## src/rtl/mxint_dequant_serializer_if.sv

```systemverilog
// Stream interface for mxint_dequant_serializer.
//   Input side : one MxInt block per valid/ready handshake (mantissas + shared exponent).
//   Output side: PAR fixed-point elements per beat, with last on the final beat of a block.
// Modports:
//   master - block producer / beat consumer (drives block, data_in_valid, data_out_ready).
//   slave  - the serializer (drives data_in_ready and the beat outputs).
interface mxint_dequant_serializer_if #(
    parameter int unsigned IN_MAN_WIDTH = 8,
    parameter int unsigned IN_EXP_WIDTH = 4,
    parameter int unsigned OUT_WIDTH    = 12,
    parameter int unsigned BLOCK_SIZE   = 4,
    parameter int unsigned PAR          = 2
) ();
    logic [BLOCK_SIZE-1:0][IN_MAN_WIDTH-1:0] mdata_in;
    logic [IN_EXP_WIDTH-1:0]                 edata_in;
    logic                                    data_in_valid;
    logic                                    data_in_ready;
    logic [PAR-1:0][OUT_WIDTH-1:0]           data_out;
    logic                                    data_out_valid;
    logic                                    data_out_last;
    logic                                    data_out_ready;

    modport master (
        output mdata_in, edata_in, data_in_valid, data_out_ready,
        input  data_in_ready, data_out, data_out_valid, data_out_last
    );

    modport slave (
        input  mdata_in, edata_in, data_in_valid, data_out_ready,
        output data_in_ready, data_out, data_out_valid, data_out_last
    );
endinterface

```

## src/rtl/mxint_dequant_serializer.sv

```systemverilog
// MxInt block dequantizer and serializer.
// Captures one block (BLOCK_SIZE signed mantissas + shared signed exponent) on accept and
// emits it as BLOCK_SIZE/PAR beats of PAR signed fixed-point elements, value M * 2^s with
// s = E + OUT_FRAC_WIDTH - (IN_MAN_WIDTH-1). Right shifts floor (arithmetic).
// Ports:
//   clk - rising-edge clock
//   rst - asynchronous active-low reset
//   bus - mxint_dequant_serializer_if.slave (block input handshake, beat output handshake)
// Build option:
//   MXINT_DEQUANT_SAT_EN - saturate each result to the OUT_WIDTH signed range; otherwise wrap.
module mxint_dequant_serializer #(
    parameter int unsigned IN_MAN_WIDTH   = 8,
    parameter int unsigned IN_EXP_WIDTH   = 4,
    parameter int unsigned OUT_WIDTH      = 12,
    parameter int unsigned OUT_FRAC_WIDTH = 6,
    parameter int unsigned BLOCK_SIZE     = 4,
    parameter int unsigned PAR            = 2
) (
    input logic                       clk,
    input logic                       rst,
    mxint_dequant_serializer_if.slave bus
);
    localparam int unsigned NumBeats = BLOCK_SIZE / PAR;
    localparam int unsigned BeatW    = (NumBeats > 1) ? $clog2(NumBeats) : 1;
    // Full-precision intermediate: no bits lost before the final narrowing.
    localparam int unsigned FullW    = IN_MAN_WIDTH + (2 ** (IN_EXP_WIDTH - 1)) + OUT_FRAC_WIDTH;
    localparam int unsigned ClogA    = $clog2(OUT_FRAC_WIDTH + 1);
    localparam int unsigned ClogB    = $clog2(IN_MAN_WIDTH);
    localparam int unsigned ClogMax  = (ClogA > ClogB) ? ClogA : ClogB;
    localparam int unsigned ShW      = ((IN_EXP_WIDTH > ClogMax) ? IN_EXP_WIDTH : ClogMax) + 2;

    localparam logic [BeatW-1:0] LastBeat = BeatW'(NumBeats - 1);
    localparam logic [ShW-1:0]   ShOff    = ShW'(OUT_FRAC_WIDTH) - ShW'(IN_MAN_WIDTH - 1);

    if (BLOCK_SIZE % PAR != 0) begin : g_par_check
        $error("BLOCK_SIZE must be a multiple of PAR");
    end
    if (FullW <= OUT_WIDTH) begin : g_width_check
        $error("intermediate must be wider than OUT_WIDTH");
    end

    typedef enum logic [0:0] {StIdle, StBusy} state_e;

    state_e                                  state_q, state_d;
    logic [BeatW-1:0]                        b_q, b_d;
    logic [BLOCK_SIZE-1:0][IN_MAN_WIDTH-1:0] man_q, man_d;
    logic [IN_EXP_WIDTH-1:0]                 exp_q, exp_d;

    logic b_last;
    logic in_ready;
    logic accept;

    assign b_last = (b_q == LastBeat);
    assign accept = bus.data_in_valid && in_ready;

    // State register
    always_ff @(posedge clk or negedge rst) begin
        if (!rst) begin
            state_q <= StIdle;
            b_q     <= '0;
            man_q   <= '0;
            exp_q   <= '0;
        end else begin
            state_q <= state_d;
            b_q     <= b_d;
            man_q   <= man_d;
            exp_q   <= exp_d;
        end
    end

    // Next state
    always_comb begin
        state_d = state_q;
        b_d     = b_q;
        man_d   = man_q;
        exp_d   = exp_q;
        unique case (state_q)
            StIdle: begin
                if (accept) begin
                    state_d = StBusy;
                    b_d     = '0;
                    man_d   = bus.mdata_in;
                    exp_d   = bus.edata_in;
                end
            end
            StBusy: begin
                if (bus.data_out_ready) begin
                    if (!b_last) begin
                        b_d = b_q + 1'b1;
                    end else if (accept) begin
                        // Next block follows the last beat with no bubble.
                        b_d   = '0;
                        man_d = bus.mdata_in;
                        exp_d = bus.edata_in;
                    end else begin
                        state_d = StIdle;
                        b_d     = '0;
                    end
                end
            end
            default: state_d = StIdle;
        endcase
    end

    // Handshake outputs
    always_comb begin
        in_ready           = (state_q == StIdle) || (b_last && bus.data_out_ready);
        bus.data_in_ready  = in_ready;
        bus.data_out_valid = (state_q == StBusy);
        bus.data_out_last  = (state_q == StBusy) && b_last;
    end

    // Datapath: shift amount is common to the block, one mux and shift per lane.
    logic [ShW-1:0]    shift;
    logic              shift_neg;
    logic [ShW-1:0]    shift_mag;
    logic [PAR-1:0][IN_MAN_WIDTH-1:0] lane_man;
    logic signed [FullW-1:0] ext  [PAR];
    logic signed [FullW-1:0] full [PAR];

    assign shift     = {{(ShW - IN_EXP_WIDTH){exp_q[IN_EXP_WIDTH-1]}}, exp_q} + ShOff;
    assign shift_neg = shift[ShW-1];
    assign shift_mag = shift_neg ? (~shift + 1'b1) : shift;

    always_comb begin
        lane_man = '0;
        for (int k = 0; k < int'(PAR); k++) begin
            for (int j = 0; j < int'(BLOCK_SIZE); j++) begin
                if (j == int'(b_q) * int'(PAR) + k) lane_man[k] = man_q[j];
            end
        end
    end

    always_comb begin
        for (int k = 0; k < int'(PAR); k++) begin
            ext[k]  = {{(FullW - IN_MAN_WIDTH){lane_man[k][IN_MAN_WIDTH-1]}}, lane_man[k]};
            full[k] = shift_neg ? (ext[k] >>> shift_mag) : (ext[k] <<< shift_mag);
        end
    end

`ifdef MXINT_DEQUANT_SAT_EN
    localparam logic signed [FullW-1:0] OutMax = FullW'((2 ** (OUT_WIDTH - 1)) - 1);
    localparam logic signed [FullW-1:0] OutMin = ~OutMax;

    always_comb begin
        for (int k = 0; k < int'(PAR); k++) begin
            if (full[k] > OutMax) begin
                bus.data_out[k] = OutMax[OUT_WIDTH-1:0];
            end else if (full[k] < OutMin) begin
                bus.data_out[k] = OutMin[OUT_WIDTH-1:0];
            end else begin
                bus.data_out[k] = full[k][OUT_WIDTH-1:0];
            end
        end
    end
`else
    // Wrap: upper bits of the intermediate are intentionally dropped.
    logic unused_full_hi;

    always_comb begin
        unused_full_hi = 1'b0;
        for (int k = 0; k < int'(PAR); k++) begin
            bus.data_out[k] = full[k][OUT_WIDTH-1:0];
            unused_full_hi  = unused_full_hi ^ (^full[k][FullW-1:OUT_WIDTH]);
        end
    end
`endif
endmodule
```

## src/flat_wrapper.sv

```systemverilog
// flat-port wrapper written by rule: the top's interface ports become plain ports
module mxint_dequant_serializer_flat 
#(
    parameter int unsigned IN_MAN_WIDTH   = 8,
    parameter int unsigned IN_EXP_WIDTH   = 4,
    parameter int unsigned OUT_WIDTH      = 12,
    parameter int unsigned OUT_FRAC_WIDTH = 6,
    parameter int unsigned BLOCK_SIZE     = 4,
    parameter int unsigned PAR            = 2
)
  (clk, rst, bus_mdata_in, bus_edata_in, bus_data_in_valid, bus_data_out_ready, bus_data_in_ready, bus_data_out, bus_data_out_valid, bus_data_out_last);
  mxint_dequant_serializer_if #(.IN_MAN_WIDTH(IN_MAN_WIDTH), .IN_EXP_WIDTH(IN_EXP_WIDTH), .OUT_WIDTH(OUT_WIDTH), .BLOCK_SIZE(BLOCK_SIZE), .PAR(PAR)) bus_i ();
  input logic clk;
  input logic rst;
  input wire logic [$bits(bus_i.mdata_in)-1:0] bus_mdata_in;
  input wire logic [$bits(bus_i.edata_in)-1:0] bus_edata_in;
  input wire logic [$bits(bus_i.data_in_valid)-1:0] bus_data_in_valid;
  input wire logic [$bits(bus_i.data_out_ready)-1:0] bus_data_out_ready;
  output wire logic [$bits(bus_i.data_in_ready)-1:0] bus_data_in_ready;
  output wire logic [$bits(bus_i.data_out)-1:0] bus_data_out;
  output wire logic [$bits(bus_i.data_out_valid)-1:0] bus_data_out_valid;
  output wire logic [$bits(bus_i.data_out_last)-1:0] bus_data_out_last;
  assign bus_i.mdata_in = bus_mdata_in;
  assign bus_i.edata_in = bus_edata_in;
  assign bus_i.data_in_valid = bus_data_in_valid;
  assign bus_i.data_out_ready = bus_data_out_ready;
  assign bus_data_in_ready = bus_i.data_in_ready;
  assign bus_data_out = bus_i.data_out;
  assign bus_data_out_valid = bus_i.data_out_valid;
  assign bus_data_out_last = bus_i.data_out_last;
  mxint_dequant_serializer #(.IN_MAN_WIDTH(IN_MAN_WIDTH), .IN_EXP_WIDTH(IN_EXP_WIDTH), .OUT_WIDTH(OUT_WIDTH), .OUT_FRAC_WIDTH(OUT_FRAC_WIDTH), .BLOCK_SIZE(BLOCK_SIZE), .PAR(PAR)) u_core (.clk(clk), .rst(rst), .bus(bus_i));
endmodule
```

## config.mk

```make
export PLATFORM = sky130hd
export DESIGN_NAME = mxint_dequant_serializer_flat
export DESIGN_NICKNAME = d
export VERILOG_FILES = /design/src/rtl/mxint_dequant_serializer_if.sv /design/src/rtl/mxint_dequant_serializer.sv /design/src/flat_wrapper.sv
export SDC_FILE = /design/constraint.sdc
export NUM_CORES = 1
export LEC_CHECK = 0
export BUFFER_PORTS_ARGS = -buffer_cell sky130_fd_sc_hd__buf_2
export CORE_UTILIZATION = 40
export DETAILED_ROUTE_END_ITERATION = 16
export HOLD_SLACK_MARGIN = 0.05
export PLACE_DENSITY = 0.64
export SYNTH_ARGS = -nofsm -noshare
export SYNTH_HDL_FRONTEND = slang
export SYNTH_SLANG_ARGS = --single-unit
```

## constraint.sdc

```tcl
create_clock -name clk -period 3.1 [get_ports clk]
set_input_delay 0.93 -clock clk [delete_from_list [all_inputs] [get_ports clk]]
set_output_delay 0.93 -clock clk [all_outputs]
set_load 0.05 [all_outputs]
```

==> key figures, run 1 <==
Die
  • Die width: 94.9 um
  • CORE AREA: 8300 um^2
  • Initial Utilization: 41.6%
  • DIE AREA: 9000 um^2
  • Std cell rows: 33
  • Die height: 94.9 um
  • IO Count: 67

Yosys
  • Ys flop type: dfrtp_1
  • Cell taking the most area after synthesis: dfrtp_1
  • Synth unique cells: 50
  • Yosys warns: 0
  • Mean area per synthesized cell: 10.9 um^2
  • Synth top area share: 27.6%
  • Async S/R FF share, synth: 100%
  • Post-synth top cells: mux2_2, dfrtp_1, nand2_1
  • Post-Synthesis Cells: 317
  • Netlist Area Pre-Place: 3450 um^2
  • Cell with the most instances after synthesis: mux2_2
  • Ranking of synthesized cells by area: dfrtp_1, mux4_2, mux2_2
  • Yosys reg bits: 38
  • Sequential-to-total area share from yosys stat: 27.6%
  • EDFF count, synth: 0
  • Syn nets: 359

Run
  • Max Cap Viol: 0

Timing
  • Worst Tran Pin Value: 0.831 ns
  • Hold_ws: 0.576 ns
  • Relative slew margins: 44.6%
  • Period Utilization, post-route: 112%
  • Hold Fails Final Rpt: 0
  • Max-slew violation count: 0
  • Clk_skew: 0.00667 ns
  • Min Tclk post-route: 3.49 ns
  • Final setup viols: 24
  • Setup ws final: -0.387 ns
  • Fmax: 287 MHz
  • RSZ-0062 raised after global routing: true

Drt
  • TritonRoute pass-1 iters: 5
  • Final Routed Wirelength: 10100 um
  • Routed vias: 3192
  • DR iter-0 viols: 129
  • ANT nets after route: 0
  • Vias/cell: 5.87
  • Drt drc: 0
  • WL/cell: 18.5 um

Place
  • Placer congestion estimate: 0.920
  • I/O Buffers: 66
  • Hpwl dp: 7660 um

Clock tree
  • Clock latency on the worst-skew pair: 0.29 ns
  • CTS buffer count: 5
  • Root buffer cell: clkbuf_8
  • Clock Tree Buf Depth: 2
  • CTS tree: done
  • CTS Sinks: 38
  • H-Tree Depth: 2
  • Clock-pin transition on the worst setup and hold timing paths: 0.07 ns

GRT
  • Vias in the first global route: 3158
  • Met3 GRT Util: 2.82%
  • Pin count of the biggest net entering global routing: 39
  • Initial antenna violation count: 0
  • First-pass GRT wire length: 15900 um
  • Met1 GRT Util: 31.9%
  • GRT Overall Usage: 23.1%
  • GRT overflow: 0
  • Most used routing layer: met2
  • M2 GR Usage: 37.7%

Critical path
  • Crit-path cells: inv_4, ha_4, buf_12, nand2b_4, o32ai_2, nor3_2, buf_4, and2_4, buf_6, a32o_2, a22oi_2, buf_6
  • Setup crit start kind: flip-flop
  • Worst path slowest cell: dfrtp_2
  • Arrival @ worst endpoint: 2.56 ns
  • Critical path fanouts, max: 6
  • Critical path required time: 2.17 ns
  • Setup CP Type: reg -> out
  • Endpoint class of the critical path: output pin
  • Cell mode on critical path: buf_6
  • CP Launch Point: u_core.exp_q[0]$_DFFE_PN0P_
  • Worst path top cell family by delay: compound AO/OA/AOI/OAI gates
  • Worst path bufs/invs: 5
  • R2R Path Start: u_core.b_last$_DFFE_PN0P_
  • Worst path max stage delay: 0.46 ns

Final layout
  • Reg area: 953 um^2
  • Filler cell count: 692
  • Area delta synth->final: 47.2%
  • Footprint of the multi-input gates: 2740 um^2
  • Nets: 480
  • Layout cell share with drive strength beyond 1: 67.9%
  • ANT cells: 0

Worst hold path
  • Min-Delay Path Class: reg -> reg
  • Critical hold path startpoint: u_core.man_q[28]$_DFFE_PN0P_

Run status
  • Status: complete, but fails checks
  • Failing checks: setup timing
cell type report:
cell class,count,area share (%)
tap,105,2.59
clock inverter,1,0.591
timing repair buffer,140,22.0
multi-input combinational,247,54.0
sequential,38,18.8
inverter,6,0.542
clock buffer,7,1.50
per-layer routing:
metal | share of wire [%] | vias up
met1 | 44 | 1550
met4 | 1.6 | 0
li1 | - | 1478
met5 | 0 | -
met2 | 48 | 150
met3 | 6.5 | 14
through the flow:
| stage | std cells | cell area, um^2 | utilization, % | worst slack (ns) | setup TNS [ns] |
|---|---|---|---|---|---|
| after floorplan | 317 | 3710 | - | -0.364 | -2.37 |
| after global routing | 544 | 5080 | 61.2 | -0.480 | -9.83 |
| after detailed placement | 524 | 4490 | 54.1 | -0.180 | -2.80 |
| after CTS | 537 | 4890 | 58.9 | -0.386 | -7.34 |
| after global placement | 524 | 4490 | 54.1 | -0.150 | -1.95 |
| final | 544 | 5080 | 61.2 | -0.387 | -7.71 |
final timing paths:
path | endpoint | slack [ns] | depth (start not counted)
min in group asynchronous | u_core.man_q[21]$_DFFE_PN0P_ | 0.74 | 1
min | u_core.man_q[28]$_DFFE_PN0P_ | 0.58 | 1
max reg2reg | u_core.man_q[8]$_DFFE_PN0P_ | 1.31 | 6
max in group asynchronous | u_core.b_last$_DFFE_PN0P_ | 1.78 | 1
min reg2reg | u_core.man_q[28]$_DFFE_PN0P_ | 0.58 | 1
max | bus_data_out[11] | -0.39 | 12
flip-flops by register name (all words and copies together) (netlist names):
signal	cells
u_core.bus.data_out_valid	1
u_core.b_last	1
u_core.man_q	32
u_core.exp_q	4
logic make-up (layout without fill, tap and decap cells):
group / after synthesis / count (layout) / synth area share (%)
multiplexers: 98 / 98 / 41.2
AND/OR/NAND/NOR: 80 / 80 / 10.5
AO/OA/AOI/OAI: 65 / 65 / 13.6
flip-flops: 38 / 38 / 27.6
buffers and inverters: 32 / 154 / 5.91
adder cells (fa/ha/maj): 2 / 2 / 0.725
XOR/XNOR: 2 / 2 / 0.508
placed cells by master (no fill, tap or decap), drive strengths merged, types with 2 or more instances in the layout:
master	instances
a22oi	5
nor2	26
and2	4
mux4	29
nor3	4
buf	140
inv	6
o211ai	6
mux2	50
a22o	4
o22ai	2
a31oi	4
nand2b	3
o31a	2
o221ai	3
a21oi	7
a2111oi	2
o21ai	15
a31o	2
ha	2
nand2	33
xnor2	2
mux2i	19
clkbuf	7
o32ai	2
a32o	2
a32oi	4
dfrtp	38
nand3	5
what timing repair did:
item,CTS,global route
setup buffers,5,7
hold buffers,0,0
setup endpoints to repair,24,24
resized for setup,74,37
pin swaps,12,16
Power of run 1 is left out: the tool's default activity adds up to more than one toggle a clock period on the data nets, which glitch-free logic cannot reach.
==> run 2, diff against run 1 <==
--- a/config.mk
+++ b/config.mk
@@ -6,10 +6,11 @@
 export NUM_CORES = 1
 export LEC_CHECK = 0
 export BUFFER_PORTS_ARGS = -buffer_cell sky130_fd_sc_hd__buf_2
+export CORE_ASPECT_RATIO = 0.8
 export CORE_UTILIZATION = 40
 export DETAILED_ROUTE_END_ITERATION = 16
 export HOLD_SLACK_MARGIN = 0.05
-export PLACE_DENSITY = 0.64
 export SYNTH_ARGS = -nofsm -noshare
 export SYNTH_HDL_FRONTEND = slang
 export SYNTH_SLANG_ARGS = --single-unit
+export TNS_END_PERCENT = 100
==> key figures, run 2 (synthesis results as in run 1) <==
Run status
  • Status: complete, but fails checks
  • Failing checks: setup timing

Drt
  • ANT nets after route: 0 (unchanged)
  • Drt drc: 0 (unchanged)
  • TritonRoute pass-1 iters: 5 (unchanged)
  • Final Routed Wirelength: 10500 um (+4.1%)
  • DR iter-0 viols: 184 (+43%)
  • Routed vias: 3284 (+2.9%)
  • Vias/cell: 5.97 (+1.8%)
  • WL/cell: 19.0 um (+3.0%)

Timing
  • RSZ-0062 raised after global routing: true
  • Final setup viols: 24 (unchanged)
  • Clk_skew: 0.00516 ns (-0.00151 ns)
  • Fmax: 283 MHz (-1.3%)
  • Relative slew margins: 45.8% (+1.2 points)
  • Min Tclk post-route: 3.53 ns (+0.0447 ns)
  • Setup ws final: -0.432 ns (-0.0447 ns)
  • Period Utilization, post-route: 114% (+1.4 points)
  • Max-slew violation count: 0 (unchanged)
  • Post-Route Setup TNS: -8.41 ns (-0.702 ns)
  • Hold Fails Final Rpt: 0 (unchanged)
  • Worst Tran Pin Value: 0.813 ns (-0.0183 ns)

Die
  • Die width: 106 um (+12%)
  • Std cell rows: 29 (-12%)
  • CORE AREA: 8130 um^2 (-2.1%)
  • DIE AREA: 9000 um^2 (about the same)
  • Die height: 85.1 um (-10%)
  • Initial Utilization: 42.5% (+0.88 points)
  • IO Count: 67 (unchanged)

Clock tree
  • H-Tree Depth: 2 (unchanged)
  • CTS buffer count: 5 (unchanged)
  • Clock Tree Buf Depth: 2 (unchanged)
  • CTS Sinks: 38 (unchanged)
  • Hold Buf Count CTS: 0 (unchanged)
  • Clock latency on the worst-skew pair: 0.29 ns (about the same)
  • Root buffer cell: clkbuf_8
  • CTS tree: done
  • Clock-pin transition on the worst setup and hold timing paths: 0.08 ns (about the same)

Worst hold path
  • Min-Delay Path Class: reg -> reg

Place
  • I/O Buffers: 66 (unchanged)
  • Setup WS pre-CTS: -0.185 ns (-0.00500 ns)
  • Placer congestion estimate: 0.963 (+4.7%)
  • Hpwl dp: 7970 um (+4.2%)

Final layout
  • Area delta synth->final: 48.1%
  • Most common cell after layout, fill and taps aside: buf_4
  • Biggest register: u_core.man_q
  • Nets: 483 (+0.63%)
  • Layout cell share with drive strength beyond 1: 67.6% (-0.23 points)
  • Most frequent cells in the layout: buf_4, buf_2, mux2_2
  • Reg area: 953 um^2 (unchanged)
  • ANT cells: 0 (unchanged)
  • Final core occ: 62.9% (+1.7 points)
  • Filler cell count: 695 (+0.43%)
  • Biggest registers after layout: u_core.man_q (32), u_core.exp_q (4)
  • Max reg flops: 32 (unchanged)
  • Footprint of the multi-input gates: 2760 um^2 (+0.73%)

Critical path
  • Crit-path cells: inv_4, ha_4, inv_4, o31a_1, nand2_4, buf_6, nor2_1, or4_1, o211ai_1, buf_4
  • Critical path required time: 2.17 ns (about the same)
  • Critical path fanouts, max: 6 (unchanged)
  • Setup crit start kind: flip-flop
  • Worst path slowest cell: or4_1
  • Cell mode on critical path: inv_4
  • Arrival @ worst endpoint: 2.60 ns (+0.04 ns)
  • Worst path max stage delay: 0.48 ns (+0.02 ns)
  • Endpoint class of the critical path: output pin
  • Setup CP Type: reg -> out

GRT
  • GRT overflow: 0 (unchanged)
  • Vias in the first global route: 3262 (+3.3%)
  • Initial antenna violation count: 0 (unchanged)
  • First-pass GRT wire length: 16900 um (+6.2%)
  • GRT Overall Usage: 24.2% (+1.0 points)
  • Pin count of the biggest net entering global routing: 39 (unchanged)

Run
  • Max Cap Viol: 0 (unchanged)
run 2: cell count changes in the layout (fill, tap and decap cells not counted), sizes merged:
| cell | before | now |
|---|---|---|
| clkbuf | 7 | 6 |
| clkinv | 0 | 2 |
| buf | 140 | 142 |
run 2: repair_timing:
action | CTS | global route
pin swaps | 17 | 8
buffers inserted | 11 | 6
gates resized for setup | 82 | 20
setup endpoints to repair | 24 | 24
run 2: final cells by class:
type / count / share of cell area [%]
multi-input cells: 247 / 54.0
repair buffers: 143 / 22.0
flip-flops and latches: 38 / 18.7
well taps: 108 / 2.64
clock buffers: 5 / 1.35
clock inverters: 3 / 0.783
inverters: 6 / 0.539
run 2: final timing paths:
| kind | slack (ns) | cells past startpoint | startpoint | endpoint |
|---|---|---|---|---|
| setup / recovery | -0.43 | 10 | u_core.exp_q[0]$_DFFE_PN0P_ | bus_data_out[13] |
| hold / removal | 0.59 | 1 | u_core.man_q[3]$_DFFE_PN0P_ | u_core.man_q[3]$_DFFE_PN0P_ |
| setup reg to reg | 1.49 | 5 | u_core.b_last$_DFFE_PN0P_ | u_core.man_q[30]$_DFFE_PN0P_ |
| hold reg to reg | 0.59 | 1 | u_core.man_q[3]$_DFFE_PN0P_ | u_core.man_q[3]$_DFFE_PN0P_ |
| max in group asynchronous | 1.81 | 1 | rst | u_core.b_last$_DFFE_PN0P_ |
| min in group asynchronous | 0.73 | 1 | rst | u_core.man_q[3]$_DFFE_PN0P_ |
run 2: routing by layer:
layer  track usage [%]  part of all wire (%)  up-vias  wire length (um)
met5                 0                     0        -                 0
met4              6.06                   1.3        0               139
met3              5.45                   8.1       12               851
met2              38.2                    45      157              4730
met1              33.7                    45     1634              4750
li1                  -                     -     1481                 -
run 2: per-stage QoR:
step	hold slack [ns]	instances	cell area, um^2
after floorplan	0.514	317	3710
after global placement	0.556	526	4500
after detailed placement	0.567	526	4500
after CTS	0.585	545	5010
after global routing	0.611	550	5110
final	0.593	550	5110
run 2: critical path: cells and delay by family, from the launching register on:
family	cells	cell delay (ns)
AND/OR/NAND/NOR	3	0.70
buffers and inverters	4	0.47
flip-flops	1	0.42
AO/OA/AOI/OAI	2	0.42
adder cells (fa/ha/maj)	1	0.29
Power of run 2 is left out for the same reason.
==> run 3, diff against run 2 <==
--- a/config.mk
+++ b/config.mk
@@ -5,10 +5,11 @@
 export SDC_FILE = /design/constraint.sdc
 export NUM_CORES = 1
 export LEC_CHECK = 0
-export BUFFER_PORTS_ARGS = -buffer_cell sky130_fd_sc_hd__buf_2
 export CORE_ASPECT_RATIO = 0.8
 export CORE_UTILIZATION = 40
+export CTS_BUF_LIST = sky130_fd_sc_hd__clkbuf_16
 export DETAILED_ROUTE_END_ITERATION = 16
+export DONT_BUFFER_PORTS = 1
 export HOLD_SLACK_MARGIN = 0.05
 export SYNTH_ARGS = -nofsm -noshare
 export SYNTH_HDL_FRONTEND = slang
==> key figures, run 3 (synthesis results as in run 1) <==
Final layout
  • Most common cell after layout, fill and taps aside: buf_4
  • Final core occ: 63.1% (+0.18 points)
  • Nets: 427 (-12%)
  • ANT cells: 0 (unchanged)
  • Most frequent cells in the layout: buf_4, mux2_2, dfrtp_1
  • Biggest register: u_core.man_q
  • Layout cell share with drive strength beyond 1: 65.0% (-2.6 points)
  • Biggest registers after layout: u_core.man_q (32), u_core.exp_q (4)
  • Max reg flops: 32 (unchanged)
  • Filler cell count: 655 (-5.8%)
  • Area delta synth->final: 48.5%

Critical path
  • Arrival @ worst endpoint: 2.55 ns (-0.05 ns)
  • Setup crit start kind: flip-flop
  • Critical path required time: 2.17 ns (about the same)
  • Endpoint class of the critical path: output pin
  • R2R Path Start: u_core.bus.data_out_valid$_DFF_PN0_
  • CP Launch Point: u_core.exp_q[0]$_DFFE_PN0P_
  • R2R setup slack: 0.84 ns (-0.65 ns)
  • Setup crit end: bus_data_out[8]
  • FF-to-FF End: u_core.man_q[9]$_DFFE_PN0P_
  • Critical path fanouts, max: 5 (-1)
  • Cells on worst reg2reg path: 4 (-1)
  • Setup CP Type: reg -> out

Timing
  • RSZ-0062 raised after global routing: true
  • Relative slew margins: 64.6% (+19 points)
  • Worst Tran Pin Value: 0.530 ns (-0.282 ns)
  • Fmax: 287 MHz (+1.4%)
  • Period Utilization, post-route: 112% (-1.6 points)
  • Min Tclk post-route: 3.48 ns (-0.0489 ns)
  • Hold Fails Final Rpt: 0 (unchanged)
  • Max-slew violation count: 0 (unchanged)
  • Final setup viols: 24 (unchanged)
  • Clk_skew: 0.00534 ns (+0.000182 ns)
  • Setup ws final: -0.383 ns (+0.0489 ns)

Run status
  • Failing checks: setup timing
  • Status: complete, but fails checks

GRT
  • Pin count of the biggest net entering global routing: 39 (unchanged)
  • First-pass GRT wire length: 16700 um (-1.3%)
  • GRT overflow: 0 (unchanged)
  • GRT Overall Usage: 23.9% (-0.23 points)
  • Initial antenna violation count: 0 (unchanged)
  • Vias in the first global route: 3085 (-5.4%)

Die
  • Die width: 106 um (unchanged)
  • IO Count: 67 (unchanged)
  • Std cell rows: 29 (unchanged)
  • Initial Utilization: 42.5% (unchanged)
  • DIE AREA: 9000 um^2 (unchanged)
  • CORE AREA: 8130 um^2 (unchanged)
  • Die height: 85.1 um (unchanged)

Clock tree
  • Clock-pin transition on the worst setup and hold timing paths: 0.06 ns (-0.02 ns)
  • CTS tree: done
  • Root buffer cell: clkbuf_16
  • CTS Sinks: 38 (unchanged)
  • Clock Tree Buf Depth: 2 (unchanged)
  • H-Tree Depth: 2 (unchanged)
  • Clock latency on the worst-skew pair: 0.28 ns (about the same)
  • CTS buffer count: 5 (unchanged)

Drt
  • ANT nets after route: 0 (unchanged)
  • TritonRoute pass-1 iters: 4 (-1)
  • DR iter-0 viols: 181 (-1.6%)
  • Routed vias: 3041 (-7.4%)
  • Vias/cell: 6.16 (+3.1%)
  • WL/cell: 21.1 um (+11%)
  • Drt drc: 0 (unchanged)
  • Final Routed Wirelength: 10400 um (-0.41%)

Place
  • Placer congestion estimate: 0.961 (-0.23%)
  • Hpwl dp: 7680 um (-3.7%)
  • Setup WS pre-CTS: -0.154 ns (+0.0306 ns)
  • I/O Buffers: 0 (-100%)

Run
  • Max Cap Viol: 0 (unchanged)

Worst hold path
  • Min-Delay Path Class: in -> async
## run 3: cell types whose count changed in the layout (fill, tap and decap cells not counted), moves of 5 or more
cell       before  now
buf_12          4   20
buf_2          44    0
buf_4          65   59
buf_6          28    4
clkbuf_16       0    7
clkbuf_8        5    0
## run 3: worst min-delay path by stage
stage                                      start                           end  slack, ns
finish                                       rst     u_core.b_last$_DFFE_PN0P_       0.34
global route                                 rst     u_core.b_last$_DFFE_PN0P_       0.33
CTS                                          rst   u_core.man_q[6]$_DFFE_PN0P_       0.33
detailed placement  u_core.man_q[16]$_DFFE_PN0P_  u_core.man_q[16]$_DFFE_PN0P_       0.55
global placement    u_core.man_q[16]$_DFFE_PN0P_  u_core.man_q[16]$_DFFE_PN0P_       0.53
floorplan            u_core.man_q[0]$_DFFE_PN0P_   u_core.man_q[0]$_DFFE_PN0P_       0.51
## run 3: final cells by class
cell class	instances	area, um^2	share of cell area (%)
clock inverter	3	45.0	0.879
inverter	6	27.5	0.537
clock buffer	5	125	2.44
sequential	38	953	18.6
tap	108	135	2.64
timing repair buffer	86	971	18.9
multi-input combinational	248	2870	56.0
## run 3: critical path: stages (launching register included)
cell and delay [ns]:
dfrtp_2 0.42, inv_4 0.05, ha_4 0.31, inv_4 0.05
o31a_1 0.29, and2_4 0.19, buf_12 0.13, mux2i_4 0.25
a221oi_2 0.11, or3_4 0.47
## run 3: repair_timing
item / 4_1_cts / 5_1_grt
setup buffers: 6 / 9
hold buffers: 0 / 0
gates resized for setup: 54 / 26
gates cloned: 1 / 2
setup endpoints to repair: 24 / 24
pin swaps: 15 / 8
## run 3: metal layers
metal  global-route usage (%)  vias to the layer above  share of wire [%]
met5                        0                        -                  0
met1                     35.1                     1518                 44
met4                     6.44                        0                1.4
li1                         -                     1368                  -
met2                     38.0                      138                 48
met3                     2.46                       17                6.9
## run 3: per-stage QoR
stage	setup TNS [ns]	std cells	hold slack (ns)	area, um^2
after floorplan	-2.37	317	0.514	3710
after global placement	-0.972	468	0.535	4390
after detailed placement	-1.38	468	0.550	4390
after CTS	-6.58	483	0.332	4900
after global routing	-9.43	494	0.329	5130
final	-7.39	494	0.339	5130
Power of run 3 is left out for the same reason.
